**src/rtl/morse_xmit.sv**
```systemverilog
// Parametrised A-Z Morse transmitter with busy/done/err handshake.
// Define DIGITS_EN to also accept codes 26..35 as the digits 0..9.
module morse_xmit #(
    parameter int UNIT_CYCLES      = 1,
    parameter int DASH_UNITS       = 3,
    parameter int LETTER_GAP_UNITS = 3
) (
    input  logic       clk,
    input  logic       reset,
    input  logic       xmit,
    input  logic [5:0] letter,
    output logic       led,
    output logic       busy,
    output logic       done,
    output logic       err
);

    localparam int DASH_CYC = DASH_UNITS * UNIT_CYCLES;
    localparam int GAP_CYC  = LETTER_GAP_UNITS * UNIT_CYCLES;
    localparam int MAX_CYC  = (DASH_CYC > GAP_CYC) ? DASH_CYC : GAP_CYC;
    localparam int CW       = $clog2(MAX_CYC + 1);
`ifdef DIGITS_EN
    localparam int NUM_CODES = 36;
`else
    localparam int NUM_CODES = 26;
`endif

    typedef enum logic [1:0] {IDLE, MARK, SPACE, GAP} state_t;

    // pat is left-justified: bit 4 is the first element sent, 1 = dash.
    typedef struct packed {
        logic [2:0] len;
        logic [4:0] pat;
    } code_t;

    function automatic code_t rom(input logic [5:0] c);
        code_t r;
        r = '{3'd0, 5'b00000};
        case (c)
            6'd0:  r = '{3'd2, 5'b01000};  // A .-
            6'd1:  r = '{3'd4, 5'b10000};  // B -...
            6'd2:  r = '{3'd4, 5'b10100};  // C -.-.
            6'd3:  r = '{3'd3, 5'b10000};  // D -..
            6'd4:  r = '{3'd1, 5'b00000};  // E .
            6'd5:  r = '{3'd4, 5'b00100};  // F ..-.
            6'd6:  r = '{3'd3, 5'b11000};  // G --.
            6'd7:  r = '{3'd4, 5'b00000};  // H ....
            6'd8:  r = '{3'd2, 5'b00000};  // I ..
            6'd9:  r = '{3'd4, 5'b01110};  // J .---
            6'd10: r = '{3'd3, 5'b10100};  // K -.-
            6'd11: r = '{3'd4, 5'b01000};  // L .-..
            6'd12: r = '{3'd2, 5'b11000};  // M --
            6'd13: r = '{3'd2, 5'b10000};  // N -.
            6'd14: r = '{3'd3, 5'b11100};  // O ---
            6'd15: r = '{3'd4, 5'b01100};  // P .--.
            6'd16: r = '{3'd4, 5'b11010};  // Q --.-
            6'd17: r = '{3'd3, 5'b01000};  // R .-.
            6'd18: r = '{3'd3, 5'b00000};  // S ...
            6'd19: r = '{3'd1, 5'b10000};  // T -
            6'd20: r = '{3'd3, 5'b00100};  // U ..-
            6'd21: r = '{3'd4, 5'b00010};  // V ...-
            6'd22: r = '{3'd3, 5'b01100};  // W .--
            6'd23: r = '{3'd4, 5'b10010};  // X -..-
            6'd24: r = '{3'd4, 5'b10110};  // Y -.--
            6'd25: r = '{3'd4, 5'b11000};  // Z --..
`ifdef DIGITS_EN
            default: begin
                // Digits 0..5: n dots then dashes; 6..9: n-5 dashes then dots.
                if (c >= 6'd26 && c <= 6'd35) begin
                    r.len = 3'd5;
                    if (c <= 6'd31) r.pat = 5'b11111 >> (c - 6'd26);
                    else            r.pat = ~(5'b11111 >> (c - 6'd31));
                end
            end
`else
            default: r = '{3'd0, 5'b00000};
`endif
        endcase
        return r;
    endfunction

    state_t        state;
    logic [CW-1:0] cnt;
    logic [2:0]    idx;
    logic [2:0]    len_q;
    logic [4:0]    pat_q;
    code_t         code;
    logic          valid;
    logic [CW-1:0] mark_last;

    always_comb begin
        code      = rom(letter);
        valid     = (letter < 6'(NUM_CODES));
        mark_last = pat_q[3'd4 - idx] ? CW'(DASH_CYC - 1) : CW'(UNIT_CYCLES - 1);
    end

    // NOTE: every register here updates with <= so all next-state terms read
    // the values from before this edge, regardless of statement order.
    always_ff @(posedge clk or posedge reset) begin
        if (reset) begin
            state <= IDLE;
            cnt   <= '0;
            idx   <= '0;
            len_q <= '0;
            pat_q <= '0;
            led   <= 1'b0;
            busy  <= 1'b0;
            done  <= 1'b0;
            err   <= 1'b0;
        end else begin
            done <= 1'b0;
            err  <= 1'b0;
            case (state)
                IDLE: begin
                    cnt <= '0;
                    if (xmit) begin
                        if (valid) begin
                            len_q <= code.len;
                            pat_q <= code.pat;
                            idx   <= '0;
                            led   <= 1'b1;
                            busy  <= 1'b1;
                            state <= MARK;
                        end else begin
                            err <= 1'b1;
                        end
                    end
                end
                MARK: begin
                    if (cnt == mark_last) begin
                        cnt   <= '0;
                        led   <= 1'b0;
                        state <= (idx == len_q - 3'd1) ? GAP : SPACE;
                    end else begin
                        cnt <= cnt + CW'(1);
                    end
                end
                SPACE: begin
                    if (cnt == CW'(UNIT_CYCLES - 1)) begin
                        cnt   <= '0;
                        idx   <= idx + 3'd1;
                        led   <= 1'b1;
                        state <= MARK;
                    end else begin
                        cnt <= cnt + CW'(1);
                    end
                end
                GAP: begin
                    if (cnt == CW'(GAP_CYC - 1)) begin
                        cnt   <= '0;
                        busy  <= 1'b0;
                        done  <= 1'b1;
                        state <= IDLE;
                    end else begin
                        cnt <= cnt + CW'(1);
                    end
                end
                default: state <= IDLE;
            endcase
        end
    end

endmodule

```
**config.mk**
```make
export PLATFORM = sky130hd
export DESIGN_NAME = morse_xmit
export DESIGN_NICKNAME = d
export VERILOG_FILES = /design/src/rtl/morse_xmit.sv
export SDC_FILE = /design/constraint.sdc
export NUM_CORES = 1
export LEC_CHECK = 0
export CORE_UTILIZATION = 55
export CTS_CLUSTER_SIZE = 25
export DETAILED_ROUTE_END_ITERATION = 12
export PLACE_DENSITY = 0.77
export SLEW_MARGIN = 20
export SYNTH_ARGS = -nofsm -noshare
export SYNTH_HDL_FRONTEND = slang
export SYNTH_SLANG_ARGS = --single-unit
```
**constraint.sdc**
```tcl
create_clock -name clk -period 2.07 [get_ports clk]
set_clock_uncertainty 0.05 [all_clocks]
set_input_delay 0.414 -clock clk [delete_from_list [all_inputs] [get_ports clk]]
set_output_delay 0.414 -clock clk [all_outputs]
set_load 0.05 [all_outputs]
```
# After elaboration in Yosys (flattened, before gate mapping)
# Memory sizes are Yosys's and may differ from the RTL's. A register that Yosys moved wholly into a read port is not among the register bits.
# Index checks and enable logic that the tools add are counted.
dict set report totals {
  reg_bits 16
  mem_bits_ro 224
  in_bits 9
  word_cells 67
  mem_count 1
}
dict set report classes {
  addsub 4
  n_lt_le_gt_ge 2
  eq_ne 11
  n_mux 31
  reduce_logical 10
}
# name words word_bits read_ports rd_clocked_by_memory_dff write_ports line
set mem_list {}
lappend mem_list {{(no name shown)} 32 7 1 1 0 39} ;# case (c)
# op count
set ops {}
lappend ops {{$mux W2} 9}
lappend ops {{$pmux W2 S4} 2}
lappend ops {{$mux W1} 12}
lappend ops {{$ne A2 B2 Y1 const B} 5}
lappend ops {{$reduce_and A5 Y1} 2}
lappend ops {{$mux W3} 3}
lappend ops {{$mux W8} 1}
lappend ops {{$reduce_and A4 Y1} 2}
lappend ops {{$eq A2 B2 Y1 const B} 3}
lappend ops {{$lt A6 B5 Y1 const B} 1}
lappend ops {{$pmux W3 S2} 1}
lappend ops {{$logic_not A2 Y1} 2}
lappend ops {{$lt A3 B4 Y1 const B} 1}
lappend ops {{$reduce_bool A2 Y1} 2}
lappend ops {{$add A3 B1 Y3 const B} 1}
lappend ops {{$bmux W1 S3} 1}
lappend ops {{$eq A3 B3 Y1} 1}
lappend ops {{$pmux W1 S3} 1}
lappend ops {{$reduce_and A3 Y1} 1}
lappend ops {{$reduce_bool A3 Y1} 1}
lappend ops {{$sub A3 B1 Y3 const B} 1}
lappend ops {{$sub A3 B3 Y3 const A} 1}
lappend ops {{$add A2 B1 Y2 const B} 1}
lappend ops {{$eq A2 B1 Y1 const B} 1}
lappend ops {{2 further kinds} 2}

# Depth between registers and ports, before layout
# Gate-level depths: netlist of the first run.
dict set report depth {
  ltp_word 7
  ltp_mapped 8
  ltp_nobuf 7
}

# Least setup slack after synthesis of the first run
# OpenSTA, ideal clock, no wires.
dict set report synth_path {
  path_kind {register -> register}
  startpoint {reg idx[0]}
  endpoint {reg led}
  arrival_time_ns 1.615
  required_time_ns 1.894
  setup_slack_ns 0.279
  stages_incl_launch_ff 8
  n_path_buf 1
  period_less_slack_ns 1.791
  cell_sequence {dfrtp_1 > buf_4 > inv_1 > ha_1 > nand3b_1 > a31oi_4 > xnor2_1 > o32a_1}
}
dict set report synth_between {
  elab_chain_cells 7
}
# element line
set synth_lines {}
lappend synth_lines {{start, declared} 84} ;# logic [2:0] idx;
lappend synth_lines {{start signal, assigned} 141} ;# idx <= idx + 3'd1;
lappend synth_lines {{$sub A3 B3 Y3} 94} ;# mark_last = pat_q[3'd4 - idx] ? CW'(DASH_CYC - 1) : CW'(UNIT_CYCLES - 1);
lappend synth_lines {{$bmux W1 S3} 94}
lappend synth_lines {{$mux W1 (not written as such)} 94}
lappend synth_lines {{$mux W2} 94}
lappend synth_lines {{$eq A2 B2 Y1} 130} ;# if (cnt == mark_last) begin
lappend synth_lines {{$ne A2 B2 Y1 (no line)} --}
lappend synth_lines {{$reduce_and A5 Y1 (no line)} --}
lappend synth_lines {{end signal, assigned} 106} ;# led <= 1'b0;
lappend synth_lines {{end signal, assigned} 132} ;# led <= 1'b0;
lappend synth_lines {{end signal, assigned} 142} ;# led <= 1'b1;
lappend synth_lines {{end, declared} 12} ;# output logic led,
# No other way between the ends. The select of a mux whose other input is x is not followed.
# A chain may end at the register's enable or synchronous reset.

# Worst setup path after layout of the first run
dict set report layout_path {
  startpoint {in letter[0]}
  endpoint {reg pat_q[4]}
}
dict set report layout_between {
  elab_chain_cells 2
}
# element line
set layout_lines {}
lappend layout_lines {{start, declared} 11} ;# input logic [5:0] letter,
lappend layout_lines {{$lt A6 B5 Y1} 93} ;# valid = (letter < 6'(NUM_CODES));
lappend layout_lines {{$reduce_and A3 Y1 (no line)} --}
lappend layout_lines {{end signal, assigned} 119} ;# pat_q <= code.pat;
lappend layout_lines {{end, declared} 86} ;# logic [4:0] pat_q;
# Several ways; a longest one is shown, not always the timed one.

==> summary.txt, run 1 <==
Detailed routing
  – Avg WL per Cell: about 14 um
  – Detailed Routing Iterations Pass 1: 9
  – 1st-iter DRT viols: 34
  – WL final: about 3200 um
  – Drt via density: between 5 and 6
  – Vias: ~1200
  – Drt drc: 0
  – Final antenna-violating net count: 0

STA
  – Tcrit/Tclk final: ~94%
  – Hold_ws: ~0.26 ns
  – Hold Vio Cnt, Final: 0
  – Max frequency: 514 MHz
  – Rel. slew slack: 66.8%
  – Final Critical Period: roughly 1.9 ns
  – Worst slew pin tran: 0.497 ns
  – RSZ-0062 raised after global routing: no
  – Slew Limit Fails: 0
  – Accumulated negative setup slack: 0 ns
  – Final count of negative-setup-slack endpoints: 0
  – Post-route setup slack: around 0.13 ns

Outcome
  – Status: completed

Min path
  – HP Class: in -> async

Power and ir drop
  – Net Sw Frac: between 40% and 50%
  – Net Sw Power: a little over 0.9 mW
  – Clock network power share: approximately 8.4%
  – Worst vdd ir: 0.992 mV
  – Int Power: around 1.2 mW
  – Flop pwr share: between 30% and 40%
  – Static Leak: around 0.84 nW
  – Pwr per Cell Area: between 1000 and 1500 nW/um^2
  – Combinational fraction of design power: 61.0%

CTS
  – Maximum root-to-sink buffer count: 2
  – Htree depth: 1
  – Number of buffers created by CTS: 3
  – CTS hold repair buffers: 0
  – Worst-Skew Late Latency: about 0.29 ns
  – Clock sinks: 18
  – Clock Pin Slew Worst Setup and Hold Paths: ~0.10 ns
  – Root buffer cell: clkbuf_4
  – CTS tree: done

Global routing
  – Largest net degree at the start of global routing: 15
  – Vias in the first global route: approximately 1300
  – Total Routing Usage GR: 27.1%
  – Top Usage Layer GRT: met2
  – Met1 Use GR: 30.6%
  – GR met2 Demand/Resource: roughly half
  – First-pass GRT wire length: 5600 um
  – Initial antenna violation count: 0
  – Met3 Use GR: under 10%
  – GRT Residual Overflow: 0

Critical path
  – Delay-heaviest family, CP: compound AO/OA/AOI/OAI gates
  – Crit-path slowest cell: clkdlybuf4s50_1
  – Setup Crit Path Kind: in -> reg
  – Setup crit start kind: input port
  – Crit-path max cell delay: roughly 0.47 ns
  – CP Data Arrival Time: between 2 and 2.5 ns
  – Worst reg2reg path depth: 6
  – WP data required: 2.21 ns
  – CP endpoint kind: flip-flop
  – Worst-path cell chain: clkdlybuf4s50_1 > inv_1 > ha_1 > mux2i_1 > nor2_1 > a2111oi_0 > a211oi_1 > a21o_1
  – Critical path peak fanout: 4
  – WP buf/inv: 2
  – Crit path depth: 8

Flow run
  – Max cap viols: 0

Synth
  – Yosys top cell area share: between 30% and 40%
  – Syn_area_per_cell: ~8.7 um^2
  – Post-Synthesis Cells: ~170
  – Synth Cell Area: between 1000 and 1500 um^2
  – Post-synthesis sequential area ratio: between 30% and 40%
  – Ys Warns: 0
  – Asr flop ratio synth: 100%
  – Post-synth EDFFs: 0
  – Ys flop type: dfrtp_1
  – Main area contributors after synthesis: dfrtp_1 (31%), ha_1 (11%), nand2_1 (4.5%), nor2_1 (4.5%), a21oi_1 (4.2%)
  – Post-synth cell types: 43
  – Post-synth top area cell: dfrtp_1
  – Yosys reg bits: 18
  – Syn nets: around 190

Final layout
  – Area Overhead vs Synth: 22.6%
  – Fillers: approximately 190
  – Fin area: 1760 um^2
  – FF+latch area: approximately 450 um^2
  – Area of the multi-input gates: between 800 and 900 um^2
  – Utilization after layout: roughly 71%
  – Ant. Diodes: 0
  – Nets: 220
  – Share of cells above drive strength 1: roughly 19%

Die
  – I/O pins: 13
  – # rows: 18
  – DIE AREA: about 2800 um^2
  – Die width: ~53 um
  – Core area: ~2500 um^2
  – Die height: between 50 and 60 um
  – Effective utilization at floorplan: between 50% and 60%

Placement
  – Port bufs: 12
  – Dpl ws: -0.270 ns
  – Placed inst area: between 1500 and 2000 um^2
  – RePlAce Congestion: about 0.88
  – HPWL after DPL: approximately 2600 um
==> worst register-to-register path: cells and delay by family (launching register included) <==
| family | cells | cell delay, ns |
|---|---|---|
| AO/OA/AOI/OAI | 2 | 0.53 |
| XOR/XNOR | 1 | 0.14 |
| adder cells (fa/ha/maj) | 1 | 0.33 |
| buffers and inverters | 1 | 0.09 |
| flip-flops | 1 | 0.42 |
| AND/OR/NAND/NOR | 1 | 0.22 |
==> per-stage QoR <==
stage          instances  total power, mW
2_1_floorplan        165             1.58
3_3_place_gp         223             1.82
3_5_place_dp         223             1.90
4_1_cts              226             2.07
5_1_grt              226             2.23
6_report             226             2.07
==> path summary, 6_finish.rpt <==
path / start / end / slack (ns)
worst min-delay path: reset / busy$_DFFE_PP0P_ / 0.26
worst max register to register: idx[1]$_DFFE_PP0P_ / led$_DFFE_PP0P_ / 0.18
max in group asynchronous: reset / err$_DFF_PP0_ / 1.28
min in group clk: pat_q[2]$_DFFE_PP0P_ / pat_q[2]$_DFFE_PP0P_ / 0.45
worst max-delay path: letter[0] / pat_q[4]$_DFFE_PP0P_ / 0.13
worst min register to register: pat_q[2]$_DFFE_PP0P_ / pat_q[2]$_DFFE_PP0P_ / 0.45
==> final cells by class <==
type / instances / area share [%]
Multi-Input combinational cell: 121 / 49.6
Sequential cell: 18 / 25.6
Timing Repair Buffer: 37 / 17.7
Inverter: 17 / 3.63
Tap cell: 30 / 2.14
Clock buffer: 3 / 1.28
==> cells in the final DEF (no fill, tap or decap), drive strengths merged, types with 3 or more instances in the layout <==
cell type / n
o21ai: 9
ha: 13
nand2: 18
a21oi: 12
mux2: 4
clkdlybuf4s50: 11
clkbuf: 3
o31ai: 4
a311oi: 3
xnor2: 7
a21o: 3
buf: 25
a211oi: 3
nor2b: 3
nor2: 17
inv: 17
nand3: 3
dfrtp: 18
==> cell families (layout without fill, tap and decap cells) <==
family | count (synthesis) | count (layout) | share of synthesized area, %
fa+ha+maj | 13 | 13 | 11.4
compound gates | 45 | 45 | 22.2
buf+inv | 26 | 57 | 7.69
xor+xnor | 8 | 8 | 5.42
simple gates | 48 | 48 | 14.7
mux | 7 | 7 | 7.25
flops | 18 | 18 | 31.4
==> Yosys cell counts, drive strengths merged (4+ instances only) <==
master,instances
ha,13
buf,6
dfrtp,18
xnor2,7
o21ai,9
mux2,4
nor2,17
a21oi,12
o31ai,4
nand2,18
inv,17
==> sequential cells by signal (all words and copies together), names as in the netlist <==
signal and count:
busy 1, cnt 2, done 1, err 1
idx 3, led 1, len_q 3, pat_q 4
state 2
==> power groups by stage <==
stage,clock network (mW),logic [mW],registers [mW]
after floorplan,0,0.897,0.681
after global placement,0,1.19,0.632
after detailed placement,0,1.26,0.642
after CTS,0.174,1.26,0.635
after global routing,0.191,1.38,0.656
final,0.173,1.26,0.633
==> timing repair <==
item                                    in CTS  in global routing
buffers inserted                             0                  0
endpoints found under the setup margin       0                  1
resized for setup                            0                  1
==> layer usage <==
| layer | vias up | share of wire [%] | wire length (um) |
|---|---|---|---|
| met5 | - | 0 | 0 |
| met4 | 0 | 2.3 | 73 |
| met3 | 8 | 2.0 | 65 |
| met2 | 31 | 53 | 1670 |
| met1 | 580 | 43 | 1370 |
| li1 | 629 | - | - |
(Power assumes the default switching activity.)
==> run 2: changes to the inputs <==
--- a/config.mk
+++ b/config.mk
@@ -6,6 +6,7 @@
 export NUM_CORES = 1
 export LEC_CHECK = 0
 export CORE_UTILIZATION = 55
+export CTS_BUF_LIST = sky130_fd_sc_hd__clkbuf_2
 export CTS_CLUSTER_SIZE = 25
 export DETAILED_ROUTE_END_ITERATION = 12
 export PLACE_DENSITY = 0.77
==> run 2 against run 1 <==
Against the previous run:
- final cell count stayed put
- core utilization down 0.40 points
- maximum frequency shrank 2.6%
- sequential share of layout area is 0.15 points higher
- clock power is 13% lower
- clock-buffer cell count did not move
- die area unchanged
- hold slack worse by 0.032 ns
- non-clock buffer count did not move
- largest cell class unchanged
==> summary.txt, run 2 (same netlist as run 1, synthesis figures left out) <==
Global routing
  – Initial antenna violation count: 0
  – Vias in the first global route: between 1000 and 1500
  – Total Routing Usage GR: 27.2%
  – GRT Residual Overflow: 0
  – Largest net degree at the start of global routing: 15
  – First-pass GRT wire length: roughly 5600 um

Power and ir drop
  – Net Sw Power: 0.908 mW
  – Pwr per Cell Area: ~1200 nW/um^2
  – Flop pwr share: between 30% and 40%
  – Int Power: about 1.1 mW
  – Worst vdd ir: roughly 0.98 mV
  – Static Leak: 0.828 nW
  – Net Sw Frac: between 40% and 50%
  – Clock network power share: 7.3%
  – Overall Power: 2.04 mW
  – Combinational fraction of design power: 61.6%

Final layout
  – Max reg flops: 4
  – Ant. Diodes: 0
  – Area Overhead vs Synth: 21.9%
  – Fillers: 191
  – Nets: 220
  – Commonest non-fill, non-tap cell in the layout: buf_4
  – Largest register by flop count: pat_q
  – Share of cells above drive strength 1: 19.4%
  – FF+latch area: between 400 and 500 um^2
  – Fin area: roughly 1700 um^2
  – Most frequent cells in the layout: buf_4 (25), dfrtp_1 (18), nor2_1 (17), nand2_1 (17), inv_1 (16)
  – Top Registers: pat_q x4, idx x3, len_q x3
  – Area of the multi-input gates: roughly 870 um^2

Placement
  – HPWL after DPL: 2600 um
  – Placed inst area: ~1700 um^2
  – RePlAce Congestion: approximately 0.88
  – Port bufs: 12

Critical path
  – WP data required: 2.23 ns
  – Crit-path max cell delay: between 0.5 and 0.6 ns
  – WP buf/inv: 2
  – CP endpoint kind: flip-flop
  – Delay-heaviest family, CP: buffers and inverters
  – Setup Crit Path Kind: in -> reg
  – Crit-path slowest cell: clkdlybuf4s50_1
  – CP Data Arrival Time: roughly 2.2 ns
  – Critical path peak fanout: 5
  – Worst-path cell chain: clkdlybuf4s50_1 > inv_1 > ha_1 > mux4_2 > nor2_1 > a311oi_1 > a21o_1
  – Setup crit start kind: input port
  – Reg-to-reg slack, setup: approximately 0.18 ns

STA
  – Hold Vio Cnt, Final: 0
  – Rel. slew slack: about 67%
  – Accumulated negative setup slack: 0 ns
  – Final count of negative-setup-slack endpoints: 0
  – Slew Limit Fails: 0
  – Worst slew pin tran: about 0.50 ns
  – Max frequency: 501 MHz
  – Hold_ws: around 0.22 ns
  – Final Critical Period: between 1.5 and 2 ns
  – Tcrit/Tclk final: between 90% and 100%
  – RSZ-0062 raised after global routing: no

CTS
  – Setup Buffers After CTS: 0
  – CTS resizes: 0
  – CTS tree: done
  – Clock Pin Slew Worst Setup and Hold Paths: ~0.18 ns
  – Root buffer cell: clkbuf_2
  – Htree depth: 1
  – Number of buffers created by CTS: 3
  – Clock sinks: 18
  – Worst-Skew Late Latency: about 0.3 ns
  – CTS hold repair buffers: 0
  – Maximum root-to-sink buffer count: 2

Die
  – # rows: 18
  – Die width: approximately 53 um
  – Core area: 2480 um^2
  – DIE AREA: approximately 2800 um^2
  – I/O pins: 13
  – Die height: 53.0 um
  – Effective utilization at floorplan: between 50% and 60%

Detailed routing
  – WL final: around 3200 um
  – Drt drc: 0
  – Drt via density: around 5.5
  – Avg WL per Cell: about 14 um
  – 1st-iter DRT viols: 33
  – Vias: approximately 1200
  – Final antenna-violating net count: 0
  – Detailed Routing Iterations Pass 1: 6

Outcome
  – Status: completed

Flow run
  – Max cap viols: 0

Min path
  – HP Class: in -> async
-- run 2: changes by cell type in the layout (fill, tap and decap cells not counted), sizes merged --
| cell | before | now |
|---|---|---|
| dlymetal6s2s | 1 | 0 |
| clkdlybuf4s50 | 11 | 12 |
-- run 2: final cells by class --
| class | count | area share [%] |
|---|---|---|
| Multi-Input combinational cell | 121 | 49.9 |
| Inverter | 17 | 3.65 |
| Timing Repair Buffer | 37 | 17.6 |
| Sequential cell | 18 | 25.8 |
| Tap cell | 30 | 2.15 |
| Clock buffer | 3 | 0.860 |
-- run 2: metrics by stage --
stage / std cells / worst slack [ns] / util, %
finish: 226 / 0.0728 / 70.5
global route: 226 / 0.0131 / 70.5
CTS: 226 / 0.0647 / 70.5
detailed placement: 223 / -0.270 / 69.9
global placement: 223 / -0.179 / 69.9
floorplan: 165 / 0.279 / -
-- run 2: path summary, 6_finish.rpt --
kind                                         to            startpoint  cells past startpoint
hold reg to reg            pat_q[2]$_DFFE_PP0P_  pat_q[2]$_DFFE_PP0P_                      1
hold / removal                 busy$_DFFE_PP0P_                 reset                      2
setup / recovery           pat_q[2]$_DFFE_PP0P_             letter[1]                      7
min in group clk           pat_q[2]$_DFFE_PP0P_  pat_q[2]$_DFFE_PP0P_                      1
max in group asynchronous  pat_q[4]$_DFFE_PP0P_                 reset                      3
setup reg to reg                led$_DFFE_PP0P_    idx[1]$_DFFE_PP0P_                      6
-- run 2: power by group through the flow --
stage	clock (mW)	sequential (mW)	combinational, mW
2_1_floorplan	0	0.681	0.897
3_3_place_gp	0	0.632	1.19
3_5_place_dp	0	0.642	1.26
4_1_cts	0.150	0.633	1.26
5_1_grt	0.162	0.655	1.38
6_report	0.150	0.632	1.26
-- run 2: routing by layer --
metal | share of wire, % | vias up | track usage [%]
li1 | - | 627 | -
met1 | 43 | 566 | 30.2
met2 | 52 | 34 | 51.1
met3 | 2.5 | 10 | 3.74
met4 | 2.8 | 0 | 11.0
met5 | 0 | - | 0
-- run 2: worst register-to-register path, cell delays in order (launching register included) --
cell	delay (ns)
dfrtp_1	0.44
inv_1	0.09
ha_1	0.33
nand3b_1	0.22
a31oi_4	0.22
xnor2_1	0.14
o32a_1	0.30
